--- src/rtl/spi_slave_rx_if.sv ---
// SPI slave receiver bundle: serial pins from the SPI master plus the
// parallel word-side handshake toward the local consumer.
//   sclk, cs_n, mosi : serial inputs from the SPI master (asynchronous)
//   miso             : serial data back to the master, MSB first
//   tx_data          : word returned to the master, sampled at word start
//   rx_ack           : consumer acknowledge of the current rx_data
//   rx_data          : last complete received word
//   rx_valid         : one-clock pulse when rx_data updates
//   rx_overrun       : one-clock pulse, word completed while previous unacked
//   frame_err        : one-clock pulse, cs_n deasserted mid-word
//   busy             : high while a frame is being shifted
// modport slave is the receiver block; modport master is its environment.
interface spi_slave_rx_if #(
    parameter int WIDTH = 8
);
    logic             sclk;
    logic             cs_n;
    logic             mosi;
    logic             miso;
    logic [WIDTH-1:0] tx_data;
    logic             rx_ack;
    logic [WIDTH-1:0] rx_data;
    logic             rx_valid;
    logic             rx_overrun;
    logic             frame_err;
    logic             busy;

    modport slave (
        input  sclk, cs_n, mosi, tx_data, rx_ack,
        output miso, rx_data, rx_valid, rx_overrun, frame_err, busy
    );

    modport master (
        output sclk, cs_n, mosi, tx_data, rx_ack,
        input  miso, rx_data, rx_valid, rx_overrun, frame_err, busy
    );
endinterface

--- src/rtl/spi_slave_rx.sv ---
// SPI mode-0 slave receiver/transmitter, oversampled by the system clock.
// The serial pins are synchronized into the clock domain and edge-detected;
// words of WIDTH bits are shifted in MSB first and handed to the consumer
// with a valid/ack handshake, while tx_data is shifted out on miso.
// Ports:
//   clock : system clock, rising edge (must run >= 8x sclk)
//   reset : synchronous, active-high
//   bus   : spi_slave_rx_if.slave (serial pins + word handshake)
//
// state | meaning
// ------+--------------------------------------------------------------
// IDLE  | cs_n high (or not yet freshly asserted); miso held 0
// SHIFT | frame active; sclk rises sample mosi, sclk falls advance miso
module spi_slave_rx #(
    parameter int WIDTH = 8
) (
    input  logic          clock,
    input  logic          reset,
    spi_slave_rx_if.slave bus
);
    localparam int CNT_W = $clog2(WIDTH);
    localparam logic [CNT_W-1:0] LAST_BIT = CNT_W'(WIDTH - 1);

    typedef enum logic { IDLE = 1'b0, SHIFT = 1'b1 } state_t;

    state_t           state;
    logic [CNT_W-1:0] bit_cnt;
    logic [WIDTH-2:0] rx_shift;
    logic [WIDTH-1:0] tx_shift;
    logic [WIDTH-1:0] rx_data_r;
    logic             rx_valid_r;
    logic             rx_overrun_r;
    logic             frame_err_r;
    logic             busy_r;
    logic             miso_r;
    logic             rx_pending;
    logic             reload_pending;

    logic sclk_meta, sclk_sync, sclk_prev;
    logic cs_meta, cs_sync, cs_prev;
    logic mosi_meta, mosi_sync;
    logic [1:0] sync_ready;
    logic       cs_armed;

    logic             sclk_rise, sclk_fall, cs_fall, cs_rise;
    logic [WIDTH-1:0] rx_next;

    always_ff @(posedge clock) begin
        if (reset) begin
            sclk_meta  <= 1'b0;
            sclk_sync  <= 1'b0;
            sclk_prev  <= 1'b0;
            cs_meta    <= 1'b1;
            cs_sync    <= 1'b1;
            cs_prev    <= 1'b1;
            mosi_meta  <= 1'b0;
            mosi_sync  <= 1'b0;
            sync_ready <= 2'b00;
            cs_armed   <= 1'b0;
        end else begin
            sclk_meta  <= bus.sclk;
            sclk_sync  <= sclk_meta;
            sclk_prev  <= sclk_sync;
            cs_meta    <= bus.cs_n;
            cs_sync    <= cs_meta;
            cs_prev    <= cs_sync;
            mosi_meta  <= bus.mosi;
            mosi_sync  <= mosi_meta;
            sync_ready <= {sync_ready[0], 1'b1};
            // The cs_n chain resets to 1, so a chip select held low through
            // reset would look like a falling edge. Only accept a falling
            // edge once cs_n has genuinely been seen high after the chain
            // has flushed its reset value.
            if (sync_ready[1] && cs_sync)
                cs_armed <= 1'b1;
        end
    end

    assign sclk_rise = sclk_sync & ~sclk_prev;
    assign sclk_fall = ~sclk_sync & sclk_prev;
    assign cs_fall   = cs_prev & ~cs_sync & cs_armed;
    assign cs_rise   = cs_sync & ~cs_prev;
    assign rx_next   = {rx_shift, mosi_sync};

    always_ff @(posedge clock) begin
        if (reset) begin
            state          <= IDLE;
            bit_cnt        <= '0;
            rx_shift       <= '0;
            tx_shift       <= '0;
            rx_data_r      <= '0;
            rx_valid_r     <= 1'b0;
            rx_overrun_r   <= 1'b0;
            frame_err_r    <= 1'b0;
            busy_r         <= 1'b0;
            miso_r         <= 1'b0;
            rx_pending     <= 1'b0;
            reload_pending <= 1'b0;
        end else begin
            rx_valid_r   <= 1'b0;
            rx_overrun_r <= 1'b0;
            frame_err_r  <= 1'b0;
            // A completing word later in this block overrides the clear,
            // so a coincident ack leaves the new word pending.
            if (bus.rx_ack)
                rx_pending <= 1'b0;

            case (state)
                IDLE: begin
                    busy_r         <= 1'b0;
                    miso_r         <= 1'b0;
                    reload_pending <= 1'b0;
                    if (cs_fall) begin
                        state    <= SHIFT;
                        busy_r   <= 1'b1;
                        bit_cnt  <= '0;
                        tx_shift <= bus.tx_data;
                        miso_r   <= bus.tx_data[WIDTH-1];
                    end
                end

                SHIFT: begin
                    if (cs_rise) begin
                        // Partial word is dropped; rx_data stays as it was.
                        state          <= IDLE;
                        busy_r         <= 1'b0;
                        miso_r         <= 1'b0;
                        reload_pending <= 1'b0;
                        frame_err_r    <= (bit_cnt != '0);
                        bit_cnt        <= '0;
                    end else if (sclk_rise) begin
                        rx_shift <= rx_next[WIDTH-2:0];
                        if (bit_cnt == LAST_BIT) begin
                            rx_data_r      <= rx_next;
                            rx_valid_r     <= 1'b1;
                            rx_overrun_r   <= rx_pending & ~bus.rx_ack;
                            rx_pending     <= 1'b1;
                            bit_cnt        <= '0;
                            tx_shift       <= bus.tx_data;
                            reload_pending <= 1'b1;
                        end else begin
                            bit_cnt <= bit_cnt + 1'b1;
                        end
                    end else if (sclk_fall) begin
                        // After a reload the MSB is already in tx_shift[WIDTH-1]
                        // and is presented without shifting.
                        if (reload_pending) begin
                            miso_r <= tx_shift[WIDTH-1];
                        end else begin
                            tx_shift <= {tx_shift[WIDTH-2:0], 1'b0};
                            miso_r   <= tx_shift[WIDTH-2];
                        end
                        reload_pending <= 1'b0;
                    end
                end

                default: state <= IDLE;
            endcase
        end
    end

    assign bus.miso       = miso_r;
    assign bus.rx_data    = rx_data_r;
    assign bus.rx_valid   = rx_valid_r;
    assign bus.rx_overrun = rx_overrun_r;
    assign bus.frame_err  = frame_err_r;
    assign bus.busy       = busy_r;
endmodule

--- src/flat_wrapper.sv ---
// flat-port wrapper written by rule: the top's interface ports become plain ports
module spi_slave_rx_flat 
#(
    parameter int WIDTH = 8
)
  (clock, reset, bus_sclk, bus_cs_n, bus_mosi, bus_tx_data, bus_rx_ack, bus_miso, bus_rx_data, bus_rx_valid, bus_rx_overrun, bus_frame_err, bus_busy);
  spi_slave_rx_if #(.WIDTH(WIDTH)) bus_i ();
  input  logic clock;
  input  logic reset;
  input wire logic [$bits(bus_i.sclk)-1:0] bus_sclk;
  input wire logic [$bits(bus_i.cs_n)-1:0] bus_cs_n;
  input wire logic [$bits(bus_i.mosi)-1:0] bus_mosi;
  input wire logic [$bits(bus_i.tx_data)-1:0] bus_tx_data;
  input wire logic [$bits(bus_i.rx_ack)-1:0] bus_rx_ack;
  output wire logic [$bits(bus_i.miso)-1:0] bus_miso;
  output wire logic [$bits(bus_i.rx_data)-1:0] bus_rx_data;
  output wire logic [$bits(bus_i.rx_valid)-1:0] bus_rx_valid;
  output wire logic [$bits(bus_i.rx_overrun)-1:0] bus_rx_overrun;
  output wire logic [$bits(bus_i.frame_err)-1:0] bus_frame_err;
  output wire logic [$bits(bus_i.busy)-1:0] bus_busy;
  assign bus_i.sclk = bus_sclk;
  assign bus_i.cs_n = bus_cs_n;
  assign bus_i.mosi = bus_mosi;
  assign bus_i.tx_data = bus_tx_data;
  assign bus_i.rx_ack = bus_rx_ack;
  assign bus_miso = bus_i.miso;
  assign bus_rx_data = bus_i.rx_data;
  assign bus_rx_valid = bus_i.rx_valid;
  assign bus_rx_overrun = bus_i.rx_overrun;
  assign bus_frame_err = bus_i.frame_err;
  assign bus_busy = bus_i.busy;
  spi_slave_rx #(.WIDTH(WIDTH)) u_core (.clock(clock), .reset(reset), .bus(bus_i));
endmodule
--- config.mk ---
export PLATFORM = sky130hd
export DESIGN_NAME = spi_slave_rx_flat
export DESIGN_NICKNAME = d
export VERILOG_FILES = /design/src/rtl/spi_slave_rx_if.sv /design/src/rtl/spi_slave_rx.sv /design/src/flat_wrapper.sv
export SDC_FILE = /design/constraint.sdc
export NUM_CORES = 1
export LEC_CHECK = 0
export BUFFER_PORTS_ARGS = -buffer_cell sky130_fd_sc_hd__buf_4
export CORE_UTILIZATION = 25
export DETAILED_ROUTE_END_ITERATION = 6
export SLEW_MARGIN = 5
export SYNTH_ARGS = -nofsm -noshare
export SYNTH_HDL_FRONTEND = slang
export SYNTH_SLANG_ARGS = --single-unit
--- constraint.sdc ---
create_clock -name clock -period 2.1 [get_ports clock]
set_input_delay 0.105 -clock clock [delete_from_list [all_inputs] [get_ports clock]]
set_output_delay 0.105 -clock clock [all_outputs]
set_load 0.005 [all_outputs]
Word-level counts from Yosys, hierarchy flattened --
Cells that the tools add are included.
Cells by class: $add $sub $neg 1, equality and inequality tests 12, multiplexer cells 35, bitwise logic cells 15, reduce and logical (&&, ||, !) cells 11
Operator list (number):
- 8-bit two-way mux | 6
- 1-bit two-way mux | 19
- 3-bit != test, second input constant | 6
- 8-bit one-hot mux with 2 select lines | 1
- 3-bit two-way mux | 4
- 1-bit inverter | 9
- 4-bit != test, second input constant | 2
- 1-bit one-hot mux with 2 select lines | 4
- 1-bit bitwise AND | 6
- 3-bit one-hot mux with 2 select lines | 1
- 2-bit AND reduction | 3
- 5-bit AND reduction | 1
- 5-bit OR reduction | 1
- 2-bit != test, second input constant | 2
- 4-bit AND reduction | 1
- 4-bit OR reduction | 1
- 3-bit by 1-bit adder with 3-bit output, second input constant | 1
- 3-bit equality test, second input constant | 1
- 3-bit AND reduction | 1
- 3-bit nonzero test | 1
- 3-bit OR reduction | 1
- 2-bit by 1-bit != test with 1-bit output, second input constant | 1
- 1-bit logical AND | 1
Storage, ports and cells: register bits after elaboration 45, input bits 14, output and inout bits 13, word-level logic and storage cells 97

Longest topological paths before layout --
Gate-level depths: netlist of run 1.
depth in word-level cells 6, depth in mapped cells 7, depth with buffers taken out 6

Worst setup path before layout of run 1 --
OpenSTA, ideal clock, no wires.
path type reg2reg, from register u_core.bit_cnt[0], to register u_core.tx_shift[6], setup time 88 ps, arrival time 1542 ps, data required time 2012 ps, slack 470 ps, stages on the path, launching flop included 8, buffers on the path 1, clock period less this slack 1630 ps, path through dfxtp_1 -> ha_1 -> ha_1 -> nor2b_1 -> o31ai_4 -> buf_6 -> a21oi_2 -> a311oi_2
Between the ends: cells in the longest elaborated chain, start to end 3
RTL lines:
- start, declared | RTL line spi_slave_rx.sv:27 | logic [CNT_W-1:0] bit_cnt;
- start signal, assigned | RTL line spi_slave_rx.sv:142 | bit_cnt <= bit_cnt + 1'b1;
- 3-bit equality test | RTL line spi_slave_rx.sv:133 | if (bit_cnt == LAST_BIT) begin
- 3-bit != test (no source line)
- 5-bit AND reduction (no source line)
- end signal, assigned | RTL line spi_slave_rx.sv:117 | tx_shift <= bus.tx_data;
- end signal, assigned | RTL line spi_slave_rx.sv:139 | tx_shift <= bus.tx_data;
- end signal, assigned | RTL line spi_slave_rx.sv:150 | tx_shift <= {tx_shift[WIDTH-2:0], 1'b0};
- end, declared | RTL line spi_slave_rx.sv:29 | logic [WIDTH-1:0] tx_shift;
No other way between the ends. A chain may end at the register's enable or synchronous reset.

Final worst setup path of run 1 --
from register u_core.bit_cnt[1], to register u_core.tx_shift[2]
Same word-level chain as after synthesis.

==> results.toml, run 1 <==
[timing]
worst_pin_slew_ns = 0.470
hold_viol_final = 0
setup_violations = 0
final.period_utilization = 0.852
final.setup.tns_ns = 0
rsz0062_at_grt = "false"
holdWs_ns = 0.0178
slew_viol_final = 0
slew_headroom = 0.685
finalClockSkew_ns = 0.00548
min_period_ns = 1.79
setup_slack_ns = 0.310
fmax_mhz = 559

[status]
outcome = "finished, final reports clean"

[global_route]
grt_usage = 0.0974
grt_pass1_wl_um = 5750
grt_pass1_vias = 1236
grt_max_degree = 45
grt_antenna_before_repair = 0
grt-ovfl-total = 0

[cells_and_area]
nets = 233
area_growth_pct = 22.1
final_cell_area_mm2 = 0.00223
fillers = 731
final_cells = 309
most-common-layout-cells = "dfxtp_1 (45), buf_4 (31), a21oi_1 (21), mux2i_1 (16), nor2_1 (14)"
layout_commonest_cell = "dfxtp_1"
diodes = 0
layout-drive-gt1-share = 0.235

[place]
hpwl_um = 2240
dp_cells = 301
io_buffers = 26
postPlaceCellArea_mm2 = 0.00212
place_congestion = 0.769
post-place-ws_ns = 0.346

[synth]
synth_xor_area_frac = 0
synthTopCellsByArea = "dfxtp_1 (49%), mux2i_1 (8.8%), a21oi_1 (5.8%)"
synth_compound_area_frac = 0.158
ys_ff_latch = 45
synthMuxAreaShare = 0.0877
synth_top_area_frac = 0.493
syn_area_mm2 = 0.00183
avgSynthCellArea_um2 = 9.82
synth_area_leader_cell = "dfxtp_1"
synth_fa_ha_area_frac = 0.0411
synth_top_family_by_area = "simple AND/OR/NAND/NOR gates"
syn_nets = 206
seq_area_frac_synth = 0.493
synth-simple-area-share = 0.170
synthCells = 186
ys_warn_count = 0
synth_cell_types = 35

[critical_path]
worstPathMaxFanout = 16
start_kind = "flop"
cp-end-kind = "flop"
worstPathArrival_ns = 1.99
worstSetupPathType = "flop to flop"
cp_data_required_time_ns = 2.30

[floorplanning]
die_w_um = 87.5
initial_core_util = 0.263
die-area_mm2 = 0.00765
io_pins = 27
placementRows = 30
fp.dieH_um = 87.5
core_mm2 = 0.00694

[drt]
wl_per_cell_um = 10.7
drtPass1Iterations = 4
vias = 1329
wl_met3_um = 133
wl_met1_um = 1670
ant_nets = 0
avgViaCountPerCell = 4.30
drc = 0
wl_met2_um = 1480
drt_wl_total_um = 3300
drt_iter0_markers = 115
highest_layer = "met4"

[clock_network]
cts_tree = "built"
cts_inserted_buffers = 5
postCtsResizedCells = 0
clock_sinks = 45
clkTransAtPathRegs_ns = 0.08
cts.root.buffer_cell = "clkbuf_8"
max-clock-path-buffers = 2
cts_htree_levels = 2
post-cts-setup-buffer-count = 0
clock_latency_ns = 0.29
postCtsHoldBufs = 1

[run]
maxCapViolations = 0

[min_path]
hold_class = "primary input to flop"

[power_and_ir_drop]
p_leak_nw = 0.913
vdd_ir_drop_max_v = 0.000257
powerDensity_mw_per_mm2 = 711
area by class of cell:
cell class              count  area, um2  area share
clock buffers               5       68.8      0.0308
clock inverters             2       35.0      0.0157
inverters                   8       30.0      0.0135
multi-input cells         121        833       0.374
flip-flops and latches     45        901       0.404
well taps                  96        120      0.0538
repair buffers             32        243       0.109
cells by family (layout without fill, tap and decap cells):
kind of cell             after synthesis  in the layout
multiplexers                          16             16
buffers and inverters                 20             47
AO/OA/AOI/OAI                         39             39
flip-flops                            45             45
AND/OR/NAND/NOR                       60             60
adder cells (fa/ha/maj)                6              6
flip-flops by register name, indices dropped and copies added, names as in the netlist, 2 cells and up:
| signal | flops |
|---|---|
| u_core.bus.rx_data | 8 |
| u_core.tx_shift | 8 |
| u_core.rx_shift | 7 |
| u_core.sync_ready | 2 |
| u_core.bit_cnt | 3 |
worst max-delay path: stages, from the launching register on:
cell      delay, ns
dfxtp_1        0.36
ha_1           0.15
ha_1           0.26
nor2b_1        0.10
o31ai_4        0.21
buf_4          0.25
a21oi_1        0.09
a311oi_1       0.27
stage by stage:
stage               power, mW   util
detailed placement      0.984  0.305
finish                   1.59  0.321
floorplan               0.953      -
CTS                      1.61  0.321
global placement        0.982  0.305
global route             1.66  0.321
cell usage after synthesis, drive strengths merged:
cell / number
and2b: 1
nor2: 14
mux2i: 16
nand4: 3
nor3: 1
nand3: 13
a21oi: 23
o31ai: 1
or2: 3
ha: 6
or3: 1
clkbuf: 5
nand2b: 4
nand4b: 1
dfxtp: 45
buf: 7
nor4b: 1
and2: 1
inv: 8
a2111oi: 1
nand2: 9
nor2b: 7
a211oi: 2
a22oi: 1
a21bo: 1
o21ai: 2
a311oi: 7
a21o: 1
nand3b: 1
power by group:
part / internal [mW] / leakage (nW) / switching [mW]
registers: 0.869 / 0.365 / 0.00890
clock network: 0.346 / 0.0540 / 0.276
logic: 0.0422 / 0.494 / 0.0443
final timing paths:
path,to,slack [ns],cells past startpoint,from
setup / recovery,u_core.tx_shift[2],0.31,7,u_core.bit_cnt[1]
hold / removal,u_core.sclk_meta,0.02,2,bus_sclk
setup reg to reg,u_core.tx_shift[2],0.31,7,u_core.bit_cnt[1]
hold reg to reg,u_core.cs_sync,0.41,1,u_core.cs_meta
per-layer routing:
| metal | up-vias | track usage |
|---|---|---|
| li1 | 704 | - |
| met1 | 602 | 0.123 |
| met2 | 21 | 0.151 |
| met3 | 2 | 0.0389 |
| met4 | 0 | 0.0313 |
| met5 | - | 0 |
(Power assumes the default switching activity.)
==> inputs of run 2 (changes only) <==
--- a/config.mk
+++ b/config.mk
@@ -8,6 +8,7 @@
 export BUFFER_PORTS_ARGS = -buffer_cell sky130_fd_sc_hd__buf_4
 export CORE_UTILIZATION = 25
 export DETAILED_ROUTE_END_ITERATION = 6
+export REMOVE_ABC_BUFFERS = 1
 export SLEW_MARGIN = 5
 export SYNTH_ARGS = -nofsm -noshare
 export SYNTH_HDL_FRONTEND = slang
==> run 2 against run 1 <==
Against the previous run: cell area is 0.45% lower; cell count increased by 0.65%; wire length up 1.7%; flip-flop and latch count unchanged; clock skew rose by 0.0054 ns; sequential power about the same; critical path type unchanged; critical endpoint is now u_core.tx_shift[3]; largest power group unchanged.
==> results.toml, run 2 (synthesized netlist as in run 1, its figures left out) <==
[cells_and_area]
layout_commonest_cell = "dfxtp_1"
diodes = 0
most-common-layout-cells = "dfxtp_1 (45), buf_4 (32), a21oi_1 (21), mux2i_1 (16), nor2_1 (14)"
final_cell_area_mm2 = 0.00222
nets = 234
layout-drive-gt1-share = 0.242
area_growth_pct = 21.6

[place]
postPlaceCellArea_mm2 = 0.00212
io_buffers = 26
hpwl_um = 2280
place_congestion = 0.772

[clock_network]
postCtsResizedCells = 0
cts_htree_levels = 2
cts_tree = "built"
postCtsHoldBufs = 1
clkTransAtPathRegs_ns = 0.08
post-cts-setup-buffer-count = 0
clock_latency_ns = 0.30
max-clock-path-buffers = 2
cts.root.buffer_cell = "clkbuf_8"
cts_inserted_buffers = 5
clock_sinks = 45

[floorplanning]
core_mm2 = 0.00694
initial_core_util = 0.263
fp.dieH_um = 87.5
die_w_um = 87.5
placementRows = 30
die-area_mm2 = 0.00765
io_pins = 27

[critical_path]
start_kind = "flop"
path_cells = "ha_1, ha_1, nor2b_1, o31ai_4, buf_4, a21oi_1, a311oi_1"
cp-end-kind = "flop"
path_buf_inv = 1
crit_path_max_incr_delay_ns = 0.36
worstSetupPathType = "flop to flop"
cp_top_family = "compound AO/OA/AOI/OAI gates"
worstPathMaxFanout = 16
cp_common_cell = "ha_1"
cp_data_required_time_ns = 2.30
cpMaxStageDelayCell = "dfxtp_1"
worstPathArrival_ns = 1.99

[timing]
slew_headroom = 0.687
final.period_utilization = 0.851
fmax_mhz = 559
setup_violations = 0
min_period_ns = 1.79
finalClockSkew_ns = 0.0109
hold_viol_final = 0
rsz0062_at_grt = "false"
final.setup.tns_ns = 0
worst_pin_slew_ns = 0.468
slew_viol_final = 0

[run]
maxCapViolations = 0

[drt]
drtPass1Iterations = 4
wl_per_cell_um = 10.8
avgViaCountPerCell = 4.37
drt_wl_total_um = 3360
drt_iter0_markers = 91
vias = 1358
drc = 0
ant_nets = 0

[min_path]
hold_class = "primary input to flop"

[global_route]
grt_pass1_wl_um = 5810
grt_pass1_vias = 1283
grt_antenna_before_repair = 0
grt-ovfl-total = 0
grt_max_degree = 45
grt_usage = 0.0985

[power_and_ir_drop]
p_leak_nw = 0.907
powerDensity_mw_per_mm2 = 669
power_mw = 1.49
vdd_ir_drop_max_v = 0.000317

[status]
outcome = "finished, final reports clean"
==> run 2: report_power, final <==
group | switching [mW] | leakage, nW | internal (mW)
combinational | 0.0444 | 0.498 | 0.0424
clock | 0.292 | 0.0439 | 0.230
sequential | 0.00874 | 0.365 | 0.869
total | 0.345 | 0.907 | 1.14
==> run 2: per-layer routing <==
metal	GRT usage	wire length (um)
met1	0.128	1720
met2	0.147	1400
met4	0.0402	44
met5	0	0
met3	0.0351	190
==> run 2: per-stage QoR <==
step	cells	setup slack, ns	hold slack [ns]	utilization
floorplan	174	0.287	0.173	-
detailed placement	302	0.335	0.294	0.306
CTS	311	0.313	0.0173	0.320
finish	311	0.312	0.0191	0.320
global placement	302	0.399	0.292	0.306
global route	311	0.156	0.0129	0.320
==> run 2: final timing paths <==
path                     startpoint  cells past startpoint  slack, ns                 end
setup / recovery  u_core.bit_cnt[1]                      7       0.31  u_core.tx_shift[3]
hold / removal             bus_sclk                      2       0.02    u_core.sclk_meta
setup reg to reg  u_core.bit_cnt[1]                      7       0.31  u_core.tx_shift[3]
hold reg to reg      u_core.cs_meta                      1       0.41      u_core.cs_sync
==> run 2: cell type report <==
cell class                      instances  area, um2
Multi-Input combinational cell        121        833
Timing Repair Buffer                   33        250
Fill cell                             749       4720
Clock inverter                          3       17.5
Sequential cell                        45        901
Tap cell                               96        120
Inverter                                8       30.0
Clock buffer                            5       68.8
==> inputs of run 3 (changes only) <==
==> constraint.sdc (replaced) <==
create_clock -name clock -period 2.29 [get_ports clock]
set_input_delay 0.1145 -clock clock [delete_from_list [all_inputs] [get_ports clock]]
set_output_delay 0.1145 -clock clock [all_outputs]
set_load 0.005 [all_outputs]
==> run 3 against run 2 <==
Against the previous run: clock-buffer cell count increased by 2; cell area decreased by 1.0%; register-to-register slack improved by 0.04 ns; cell count decreased by 1.3%; first-iteration DRC count unchanged; global-route usage about the same; critical path type unchanged; die area unchanged; clock power decreased by 6.5%; largest power group unchanged; clock skew decreased by 0.0047 ns; total power decreased by 7.6%.
==> results.toml, run 3 (synthesized netlist as in run 1, its figures left out) <==
[status]
outcome = "finished, final reports clean"

[floorplanning]
io_pins = 27
fp.dieH_um = 87.5
die-area_mm2 = 0.00765
core_mm2 = 0.00694
initial_core_util = 0.263
placementRows = 30
die_w_um = 87.5

[clock_network]
postCtsResizedCells = 0
clock_sinks = 45
cts_inserted_buffers = 5
clock_latency_ns = 0.29
cts_tree = "built"
cts.root.buffer_cell = "clkbuf_8"
max-clock-path-buffers = 2
clkTransAtPathRegs_ns = 0.08
cts_htree_levels = 2

[global_route]
grt_max_degree = 45
grt_antenna_before_repair = 0
grt_pass1_vias = 1233
grt_usage = 0.0987
grt_pass1_wl_um = 5820
grt-ovfl-total = 0

[timing]
slew_viol_final = 0
rsz0062_at_grt = "false"
fmax_mhz = 515
setup_slack_ns = 0.349
final.setup.tns_ns = 0
min_period_ns = 1.94
finalClockSkew_ns = 0.00619
final.period_utilization = 0.848
hold_viol_final = 0
holdWs_ns = 0.0325
slew_headroom = 0.496
worst_pin_slew_ns = 0.754
setup_violations = 0

[critical_path]
worstSetupPathType = "flop to flop"
cp-end-kind = "flop"
path_buf_inv = 0
path_cells = "ha_1, ha_1, nor2b_1, o31ai_4, a21oi_1, a311oi_1"
cpMaxStageDelayCell = "o31ai_4"
worstPathArrival_ns = 2.14
cp_common_cell = "ha_1"
cp_data_required_time_ns = 2.49
start_kind = "flop"
crit_path_max_incr_delay_ns = 0.57
cp_top_family = "compound AO/OA/AOI/OAI gates"
worstPathMaxFanout = 13

[drt]
drtPass1Iterations = 4
vias = 1341
drc = 0
avgViaCountPerCell = 4.37
ant_nets = 0
drt_wl_total_um = 3490
drt_iter0_markers = 91
wl_per_cell_um = 11.4

[cells_and_area]
layout_commonest_cell = "dfxtp_1"
fillers = 745
most-common-layout-cells = "dfxtp_1 (45), buf_4 (29), a21oi_1 (21), mux2i_1 (16), nor2_1 (14)"
multiInputGateArea_um2 = 833
nets = 231
area_growth_pct = 20.3
regArea_um2 = 901
post-route-util = 0.317
final_cells = 307
layout-drive-gt1-share = 0.223
final_cell_area_mm2 = 0.00220
diodes = 0

[power_and_ir_drop]
power_mw = 1.37
vdd_ir_drop_max_v = 0.000229
p_leak_nw = 0.894
powerDensity_mw_per_mm2 = 625

[run]
maxCapViolations = 0

[place]
dp_cells = 299
postPlaceCellArea_mm2 = 0.00210
place_congestion = 0.822
io_buffers = 26
post-place-ws_ns = 0.363
hpwl_um = 2300

[min_path]
hold_class = "primary input to flop"
run 3: cell count changes in the layout (fill, tap and decap cells not counted), sizes merged:
cell	change
buf	-3
clkbuf	+2
clkinv	-2
clkinvlp	-1
run 3: worst paths after layout:
kind,start,to,slack [ns],depth (start not counted)
max,u_core.bit_cnt[1],u_core.tx_shift[2],0.35,6
min reg2reg,u_core.cs_meta,u_core.cs_sync,0.41,1
max reg2reg,u_core.bit_cnt[1],u_core.tx_shift[2],0.35,6
min,bus_sclk,u_core.sclk_meta,0.03,2
run 3: cell type report:
cell class,instances,share of cell area
Clock buffer,7,0.0393
Inverter,8,0.0137
Timing Repair Buffer,30,0.104
Tap cell,96,0.0546
Multi-Input combinational cell,121,0.379
Sequential cell,45,0.410
run 3: report_power, final:
group          internal, mW  total, mW  leakage (nW)  switching [mW]
Sequential            0.797      0.805         0.365         0.00825
Combinational        0.0385     0.0803         0.484          0.0418
Clock                 0.240      0.488        0.0443           0.248
run 3: repair_timing:
action                     4_1_cts  5_1_grt
buffers inserted                 0        0
setup endpoints to repair        0        0
hold buffers                     0        1
hold endpoints to repair         0        1
run 3: layer usage:
metal	vias to the layer above	track usage	routed length (um)
met2	30	0.147	1540
met3	2	0.0370	165
li1	693	-	-
met4	0	0.0268	9
met5	-	0	0
met1	616	0.133	1780
